==> src/rtl/wb_scan_chain_ctrl.sv <==
// wb_scan_chain_ctrl: Wishbone slave that exchanges or reads back a shadow image through a scan chain
module wb_scan_chain_ctrl #(
    parameter int CHAIN_LEN = 64
) (
    input  logic        wb_clk_i,
    input  logic        wb_rst_i,
    input  logic        wbs_stb_i,
    input  logic        wbs_cyc_i,
    input  logic        wbs_we_i,
    input  logic [3:0]  wbs_sel_i,
    input  logic [31:0] wbs_adr_i,
    input  logic [31:0] wbs_dat_i,
    output logic        wbs_ack_o,
    output logic [31:0] wbs_dat_o,
    output logic        scan_enable,
    output logic        scan_in,
    input  logic        scan_out,
    output logic        proc_en,
    input  logic        halt_in,
    output logic        irq_o
);
    localparam int SHADOW_W = (CHAIN_LEN + 31) / 32;
    localparam int SB = SHADOW_W * 32;
    localparam int CW = $clog2(CHAIN_LEN + 1);
    localparam logic [SB-1:0] MASK = {SB{1'b1}} >> (SB - CHAIN_LEN);
    typedef enum logic [1:0] {IDLE, LOAD, SHIFT, DONE} state_t;

    state_t               r_state;
    logic [SB-1:0]        r_shadow;
    logic [CHAIN_LEN-1:0] r_sr;
    logic [CW-1:0]        r_cnt;
    logic [31:0]          r_dat;
    logic                 r_ack, r_scan_en, r_proc_en, r_mode, r_irq_en, r_done, r_err;

    logic          w_acc, w_wr, w_busy, w_ctrl, w_sh, w_cw, w_pe_next, w_go, w_err_set, w_unused;
    logic [4:0]    w_idx;
    logic [31:0]   w_bmask, w_sh_rd, w_ctrl_rd, w_rdata;
    logic [SB-1:0] w_wmask;

    assign w_acc     = wbs_cyc_i & wbs_stb_i & ~r_ack;
    assign w_wr      = w_acc & wbs_we_i;
    assign w_busy    = r_state != IDLE;
    assign w_idx     = wbs_adr_i[6:2];
    assign w_ctrl    = wbs_adr_i[7:0] == 8'h00;
    assign w_sh      = wbs_adr_i[7] & (wbs_adr_i[1:0] == 2'b00) & ({27'd0, w_idx} < 32'(SHADOW_W));
    assign w_cw      = w_wr & w_ctrl & wbs_sel_i[0];
    assign w_pe_next = (w_cw & ~w_busy) ? wbs_dat_i[1] : r_proc_en;
    assign w_go      = w_cw & ~w_busy & wbs_dat_i[0];
    // Attempts to change proc_en/mode or the shadow while the chain is moving are dropped and flagged
    assign w_err_set = (w_go & w_pe_next) | (w_busy & w_wr & w_sh) |
                       (w_busy & w_cw & (wbs_dat_i[2:1] != {r_mode, r_proc_en}));
    assign w_bmask   = {{8{wbs_sel_i[3]}}, {8{wbs_sel_i[2]}}, {8{wbs_sel_i[1]}}, {8{wbs_sel_i[0]}}};
    assign w_wmask   = (SB'(w_bmask) << (32 * w_idx)) & MASK;
    assign w_sh_rd   = 32'(r_shadow >> (32 * w_idx));
    assign w_ctrl_rd = {16'(CHAIN_LEN), 9'd0, r_err, r_done, halt_in, r_irq_en, r_mode, r_proc_en, w_busy};
    assign w_rdata   = w_ctrl ? w_ctrl_rd : w_sh ? w_sh_rd : 32'd0;
    assign w_unused  = ^wbs_adr_i[31:8];

    always_ff @(posedge wb_clk_i) begin
        if (wb_rst_i) begin
            r_state   <= IDLE;
            r_shadow  <= '0;
            r_sr      <= '0;
            r_cnt     <= '0;
            r_dat     <= '0;
            r_ack     <= 1'b0;
            r_scan_en <= 1'b0;
            r_proc_en <= 1'b0;
            r_mode    <= 1'b0;
            r_irq_en  <= 1'b0;
            r_done    <= 1'b0;
            r_err     <= 1'b0;
        end else begin
            r_ack <= w_acc;
            r_dat <= (w_acc & ~wbs_we_i) ? w_rdata : 32'd0;
            if (w_cw & ~w_busy) begin
                r_proc_en <= wbs_dat_i[1];
                r_mode    <= wbs_dat_i[2];
            end
            if (w_cw)
                r_irq_en <= wbs_dat_i[3];
            r_err  <= w_err_set | (r_err & ~(w_cw & wbs_dat_i[6]));
            r_done <= (r_state == DONE) | (r_done & ~(w_cw & wbs_dat_i[5]));
            if (w_wr & w_sh & ~w_busy)
                r_shadow <= (r_shadow & ~w_wmask) | ({SHADOW_W{wbs_dat_i}} & w_wmask);
            case (r_state)
                IDLE: if (w_go & ~w_pe_next) r_state <= LOAD;
                LOAD: begin
                    r_sr      <= r_shadow[CHAIN_LEN-1:0];
                    r_cnt     <= CW'(CHAIN_LEN - 1);
                    r_scan_en <= 1'b1;
                    r_state   <= SHIFT;
                end
                SHIFT: begin
                    r_sr  <= (r_sr << 1) | CHAIN_LEN'(scan_out);
                    r_cnt <= r_cnt - 1'b1;
                    if (r_cnt == '0) begin
                        r_scan_en <= 1'b0;
                        r_state   <= DONE;
                    end
                end
                default: begin
                    r_shadow <= SB'(r_sr);
                    r_state  <= IDLE;
                end
            endcase
        end
    end

    assign wbs_ack_o   = r_ack;
    assign wbs_dat_o   = r_dat;
    assign scan_enable = r_scan_en;
    // Readback recirculates the chain so it ends unchanged
    assign scan_in     = r_scan_en & (r_mode ? scan_out : r_sr[CHAIN_LEN-1]);
    assign proc_en     = r_proc_en;
    assign irq_o       = r_done & r_irq_en;
endmodule

==> config.mk <==
export PLATFORM = sky130hd
export DESIGN_NAME = wb_scan_chain_ctrl
export DESIGN_NICKNAME = d
export VERILOG_FILES = /design/src/rtl/wb_scan_chain_ctrl.sv
export SDC_FILE = /design/constraint.sdc
export NUM_CORES = 1
export LEC_CHECK = 0
export ABC_AREA = 1
export BUFFER_PORTS_ARGS = -buffer_cell sky130_fd_sc_hd__buf_2
export CORE_ASPECT_RATIO = 1.5
export CORE_MARGIN = 2
export CORE_UTILIZATION = 48
export CTS_BUF_LIST = sky130_fd_sc_hd__clkbuf_8 sky130_fd_sc_hd__clkbuf_16
export DETAILED_ROUTE_END_ITERATION = 16
export PLACE_DENSITY = 0.73
export SLEW_MARGIN = 40
export SYNTH_ARGS = -nofsm -noshare
export SYNTH_HDL_FRONTEND = slang
export SYNTH_SLANG_ARGS = --single-unit
==> constraint.sdc <==
create_clock -name wb_clk_i -period 3.95 [get_ports wb_clk_i]
set_input_delay 0.5925 -clock wb_clk_i [delete_from_list [all_inputs] [get_ports wb_clk_i]]
set_output_delay 0.5925 -clock wb_clk_i [all_outputs]
set_load 0.02 [all_outputs]
==> impl_metrics.ini, run 1 <==
[status]
status = finished, final reports clean

[logic_synthesis]
synth_commonest_cells = 439 x nand2_1, 176 x dfxtp_1, 158 x nand3_1
synth_area_um2 = 8400
syn_avg_cell_area_um2 = 6.59
ys_seq_elements = 176
synth_cell_type_count = 30
synth_largest_area_cell = dfxtp_1
netlist.area_leader.share_pct = 41.9
synthArstFlopShare_pct = 0
synth_flop_cell = dfxtp_1
syn_nets = 1356
synthTopCellsByArea = dfxtp_1 42%, nand2_1 20%, nand3_1 9.4%
syn_inst = 1276
synth_edf_count = 0
synth_most_common_cell = nand2_1
ys_warn_count = 0
seq_area_frac_synth_pct = 41.9

[routing]
ant_nets = 0
drc_errors = 0
first_pass_iters = 5
vias_per_cell = 5.42
vias = 8395
wl_um = 23600
first_iter_violations = 543
wl_per_cell_um = 15.2

[floorplanning]
die-width_um = 112
rows = 59
start_util_pct = 48.6
fp.dieH_um = 166
io_pins = 112
core_area_um2 = 17300
dieArea_um2 = 18600

[place]
place_area_um2 = 8940
dp_hpwl_um = 15200
place_ws_ns = 1.15
place_congestion = 0.890
io_buffer_count = 87
dp.cells = 1522

[global_routing]
antenna_found_initial = 0
grt_pass1_wl_um = 39100
grt_pass1_vias = 8096
grt_remaining_overflow = 0
grtUsageTotal_pct = 25.7
grt_max_degree = 72

[cts]
cts_tree = done
clk_path_buf_depth = 2
clk_latency_ns = 0.44
ctsResizeCount = 0
ctsHoldBuffers = 0
cts.sink_count = 176
clkSlewWorstSetupHoldPaths_ns = 0.06
post_cts_buffers = 0
cts_made_buffers = 17
htree_num_levels = 4
cts-root-buf = clkbuf_16

[sta]
setup_viol = 0
fin_skew_ns = 0.00560
fin_ws_ns = 1.17
rsz0062_at_grt = no
fmax_ghz = 0.360
slew_violations = 0
finalHoldViolations = 0
tns_ns = 0
tightest_slew_ns = 0.864
min_period_over_period_pct = 70.3
final.min_clock_period_ns = 2.78
slew_headroom_pct = 42.4

[power]
p_leak_nw = 4.31
clkPwrFrac_pct = 38.2
power_density_nw_per_um2 = 460
switching_share_pct = 32.0
p_seq_share_pct = 42.2
peakVddDrop_uv = 355
intPower_w = 0.00297
p_sw_w = 0.00140
combPwrFrac_pct = 19.6

[worst_setup_path]
worst_r2r_endpoint = r_sr[2]$_SDFFE_PP0P_
r2r_start = r_state[1]$_SDFFE_PP0P_
endpoint_kind = flop
critPathMaxFanout = 29
cp_slowest_stage_delay_ns = 0.62
critPathArrivalTime_ns = 3.16
reg2reg_slack_ns = 1.17
start_kind = flop
crit_end = r_sr[2]$_SDFFE_PP0P_
cp_common_cell = inv_1
crit_chain = inv_1 -> ha_1 -> clkinv_1 -> nor2_4 -> inv_1 -> o211ai_1 -> nand2_1 -> inv_1
reg2reg_depth = 8
cp_slowest_cell = nor2_4
crit_type = flop to flop
critPathRequiredTime_ns = 4.33
cp-startpoint = r_state[1]$_SDFFE_PP0P_

[worst_hold_path]
min_path_type = input port to flop

[finish]
area_growth_pct = 13.1
finalNonFillerCells = 1549
finish.instance_area_um2 = 9510
drive_above_1_share_pct = 11.3
diodes = 0
nNetsFinal = 1408

[run]
maxCapViolations = 0
[power groups by stage]
stage	clock [W]	combinational, W	sequential, W
3_3_place_gp	0	0.000843	0.00188
5_1_grt	0.00176	0.000933	0.00185
2_1_floorplan	0	0.000575	0.00188
3_5_place_dp	0	0.000845	0.00188
6_report	0.00167	0.000859	0.00184
4_1_cts	0.00169	0.000850	0.00184
[layout make-up]
cell class | instances | area, µm²
clock buffer | 18 | 439
clock inverter | 9 | 121
fill | 1718 | 7770
inverter | 163 | 616
multi-input combinational | 866 | 3980
sequential | 176 | 3520
tap | 213 | 267
timing repair buffer | 104 | 563
[how the worst min path moves through the flow]
stage | startpoint | cells past startpoint | slack [ns] | endpoint
CTS | halt_in | 3 | 0.40 | wbs_dat_o[4]$_SDFF_PP0_
global route | halt_in | 3 | 0.46 | wbs_dat_o[4]$_SDFF_PP0_
global placement | flop | 2 | 0.45 | flop
floorplan | r_err$_SDFF_PP0_ | 2 | 0.44 | wbs_dat_o[6]$_SDFF_PP0_
detailed placement | flop | 2 | 0.45 | flop
finish | halt_in | 3 | 0.41 | wbs_dat_o[4]$_SDFF_PP0_
[routing by layer]
layer | global-route usage, % | up-vias | share of wire, %
li1 | - | 4178 | -
met1 | 31.0 | 3826 | 41
met2 | 43.1 | 326 | 49
met3 | 5.36 | 65 | 6.3
met4 | 12.9 | 0 | 3.4
met5 | 0 | - | 0
[through the flow]
stage	total power (W)	utilization (%)	hold slack [ns]
after floorplan	0.00246	-	0.437
after global placement	0.00273	51.8	0.450
after detailed placement	0.00273	51.8	0.454
after CTS	0.00438	55.0	0.401
after global routing	0.00454	55.0	0.457
final	0.00437	55.0	0.411
[kinds of logic after synthesis]
family                   synth area share (%)
flip-flops                               41.9
XOR/XNOR                                0.208
buffers and inverters                    11.0
adder cells (fa/ha/maj)                 0.744
AO/OA/AOI/OAI                            13.5
AND/OR/NAND/NOR                          32.7
[worst max-delay path, delay by kind of cell (launching register included)]
family | cells | cell delay, ns
flip-flops | 1 | 0.36
AO/OA/AOI/OAI | 1 | 0.27
buffers and inverters | 4 | 0.81
AND/OR/NAND/NOR | 2 | 0.70
adder cells (fa/ha/maj) | 1 | 0.59
[cells in the final DEF (no fill, tap or decap), drive strengths merged, types with 2 or more instances in the layout]
master | netlist | layout
nand2 | 441 | 441
dfxtp | 176 | 176
inv | 161 | 162
nand3 | 158 | 158
a21oi | 104 | 104
buf | 26 | 104
nor2 | 53 | 53
o21ai | 49 | 49
o221ai | 26 | 26
clkbuf | 45 | 18
o211ai | 10 | 10
nand4 | 8 | 8
clkinv | 2 | 6
ha | 5 | 5
o31ai | 4 | 4
bufinv | 0 | 3
a31oi | 2 | 2
xor2 | 2 | 2
No activity file was read; power rests on OpenSTA's default activity.
==> inputs of run 2 (changes only) <==
--- a/config.mk
+++ b/config.mk
@@ -5,14 +5,14 @@
 export SDC_FILE = /design/constraint.sdc
 export NUM_CORES = 1
 export LEC_CHECK = 0
-export ABC_AREA = 1
+export ABC_AREA = 0
 export BUFFER_PORTS_ARGS = -buffer_cell sky130_fd_sc_hd__buf_2
 export CORE_ASPECT_RATIO = 1.5
 export CORE_MARGIN = 2
 export CORE_UTILIZATION = 48
 export CTS_BUF_LIST = sky130_fd_sc_hd__clkbuf_8 sky130_fd_sc_hd__clkbuf_16
 export DETAILED_ROUTE_END_ITERATION = 16
-export PLACE_DENSITY = 0.73
+export PLACE_DENSITY = 0.76
 export SLEW_MARGIN = 40
 export SYNTH_ARGS = -nofsm -noshare
 export SYNTH_HDL_FRONTEND = slang
==> constraint.sdc (replaced) <==
create_clock -name wb_clk_i -period 2.5 [get_ports wb_clk_i]
set_input_delay 0.375 -clock wb_clk_i [delete_from_list [all_inputs] [get_ports wb_clk_i]]
set_output_delay 0.375 -clock wb_clk_i [all_outputs]
set_load 0.02 [all_outputs]
==> run 2 against run 1 <==
Net effect:
- flip-flop and latch count stayed put
- die area grew 0.26%
- combinational power fell by 76%
- power increased by 32%
- sequential share of layout area shrank 0.73 points
- critical path type unchanged
- largest power group unchanged
- clock power increased by 67%
- sequential power grew 52%
- clock skew grew 0.0032 ns
==> impl_metrics.ini, run 2 <==
[worst_setup_path]
reg2reg_depth = 6
path_delay_family = compound AO/OA/AOI/OAI gates
cp_slowest_cell = a2111oi_1
r2r_start = r_state[0]$_SDFFE_PP0P_
critPathMaxFanout = 14
start_kind = flop
cp-startpoint = r_state[0]$_SDFFE_PP0P_
crit_chain = inv_1 -> ha_4 -> nand3_1 -> nor2_2 -> a211oi_1 -> a2111oi_1
path_buf_inv = 1
crit_cells = 6
critPathArrivalTime_ns = 2.31
endpoint_kind = flop
crit_type = flop to flop
cp_slowest_stage_delay_ns = 0.45
critPathRequiredTime_ns = 2.78

[routing]
first_pass_iters = 7
drc_errors = 0
vias_per_cell = 5.91
wl_per_cell_um = 17.9
vias = 6776
wl_um = 20500
ant_nets = 0
first_iter_violations = 448

[sta]
tns_ns = 0
whs_ns = 0.140
slew_violations = 0
finalHoldViolations = 0
setup_viol = 0
tightest_slew_ns = 0.779
fmax_ghz = 0.492
fin_skew_ns = 0.00885
min_period_over_period_pct = 81.2
fin_ws_ns = 0.469
slew_headroom_pct = 48.0
final.min_clock_period_ns = 2.03
rsz0062_at_grt = no

[global_routing]
grt_pass1_vias = 6607
grt_max_degree = 92
grtUsageTotal_pct = 21.7
grt_pass1_wl_um = 33600
antenna_found_initial = 0
grt_remaining_overflow = 0

[logic_synthesis]
synth_edf_count = 0
netlist.area_leader.share_pct = 41.8
synth_area_um2 = 8430
seq_area_frac_synth_pct = 41.8
synth_cell_type_count = 46
synth_largest_area_cell = dfxtp_1
synth_flop_cell = dfxtp_1
synth_most_common_cell = nor2_1
syn_inst = 868
syn_avg_cell_area_um2 = 9.71
ys_seq_elements = 176
synthArstFlopShare_pct = 0
synthTopCellsByArea = dfxtp_1 42%, mux2i_1 12%, a211oi_1 11%
synth_commonest_cells = 188 x nor2_1, 176 x dfxtp_1, 128 x a211oi_1
ys_warn_count = 0
syn_nets = 948

[cts]
cts_tree = done
clkSlewWorstSetupHoldPaths_ns = 0.07
htree_num_levels = 4
cts.sink_count = 176
post_cts_buffers = 0
cts-root-buf = clkbuf_16
ctsHoldBuffers = 0
clk_path_buf_depth = 2
clk_latency_ns = 0.42
cts_made_buffers = 17
ctsResizeCount = 0

[finish]
area_growth_pct = 15.1
seq_area_um2 = 3520
drive_above_1_share_pct = 23.6
layout_commonest_cell = nor2_1
multiInputGateArea_um2 = 4420
nFillCells = 1555
nNetsFinal = 1001
final_cell_mix = 188 x nor2_1, 176 x dfxtp_1, 128 x a211oi_1
diodes = 0

[floorplanning]
rows = 59
start_util_pct = 48.8
dieArea_um2 = 18700
io_pins = 112
die-width_um = 112
core_area_um2 = 17300
fp.dieH_um = 166

[place]
place_ws_ns = 0.407
place_congestion = 0.775
dp_hpwl_um = 13000
io_buffer_count = 87

[status]
status = finished, final reports clean

[run]
maxCapViolations = 0

[power]
p_leak_nw = 3.34
peakVddDrop_uv = 396
power_w = 0.00579
power_density_nw_per_um2 = 597

[worst_hold_path]
min_path_type = input port to flop
min_from = wb_rst_i
min_path_cells = 2
==> run 2: changes by cell type after synthesis, sizes merged, moves of 43 or more <==
| cell | before | now |
|---|---|---|
| nand3 | 158 | 5 |
| a2111oi | 0 | 64 |
| nand2 | 441 | 5 |
| a21oi | 104 | 17 |
| nor2 | 53 | 212 |
| inv | 161 | 10 |
| a211oi | 1 | 128 |
| mux2i | 0 | 100 |
| o21ai | 49 | 6 |
==> run 2: per-stage QoR <==
step	area, µm²	utilization, %	std cells
after floorplan	8430	-	868
after global placement	9080	52.6	1115
after detailed placement	9090	52.6	1115
after CTS	9700	56.1	1147
after global routing	9700	56.1	1147
final	9700	56.1	1147
==> run 2: area by class of cell <==
class / count / area share, %
Clock buffer: 17 / 4.39
Clock inverter: 15 / 1.90
Inverter: 10 / 0.387
Multi-Input combinational cell: 596 / 45.6
Sequential cell: 176 / 36.3
Tap cell: 213 / 2.75
Timing Repair Buffer: 120 / 8.66
==> run 2: metal layers <==
layer  wire, µm  GRT usage, %  vias up
met2      10700          38.1      171
li1           -             -     3309
met3        817          3.39       26
met5          0             0        -
met4        338          6.52        0
met1       8700          27.4     3270
==> run 2: final timing paths <==
| kind | endpoint | slack [ns] |
|---|---|---|
| setup reg to reg | flop | 0.47 |
| hold reg to reg | r_cnt[6]$_SDFFE_PP0P_ | 0.49 |
| setup / recovery | flop | 0.47 |
| hold / removal | scan_enable$_SDFFE_PP0P_ | 0.14 |
==> run 2: where the power goes <==
group | switching [W] | internal (W)
Combinational | 0.000135 | 0.0000685
Sequential | 0.000000793 | 0.00280
Clock | 0.00120 | 0.00159
Total | 0.00133 | 0.00446
==> run 2: cells by family (layout without fill, tap and decap cells) <==
kind of cell / count (synthesis) / after routing / share of synthesized area, %
AND/OR/NAND/NOR: 263 / 263 / 15.7
AO/OA/AOI/OAI: 225 / 225 / 23.3
flip-flops: 176 / 176 / 41.8
multiplexers: 100 / 100 / 11.9
buffers and inverters: 96 / 162 / 6.18
adder cells (fa/ha/maj): 5 / 5 / 0.743
XOR/XNOR: 3 / 3 / 0.312
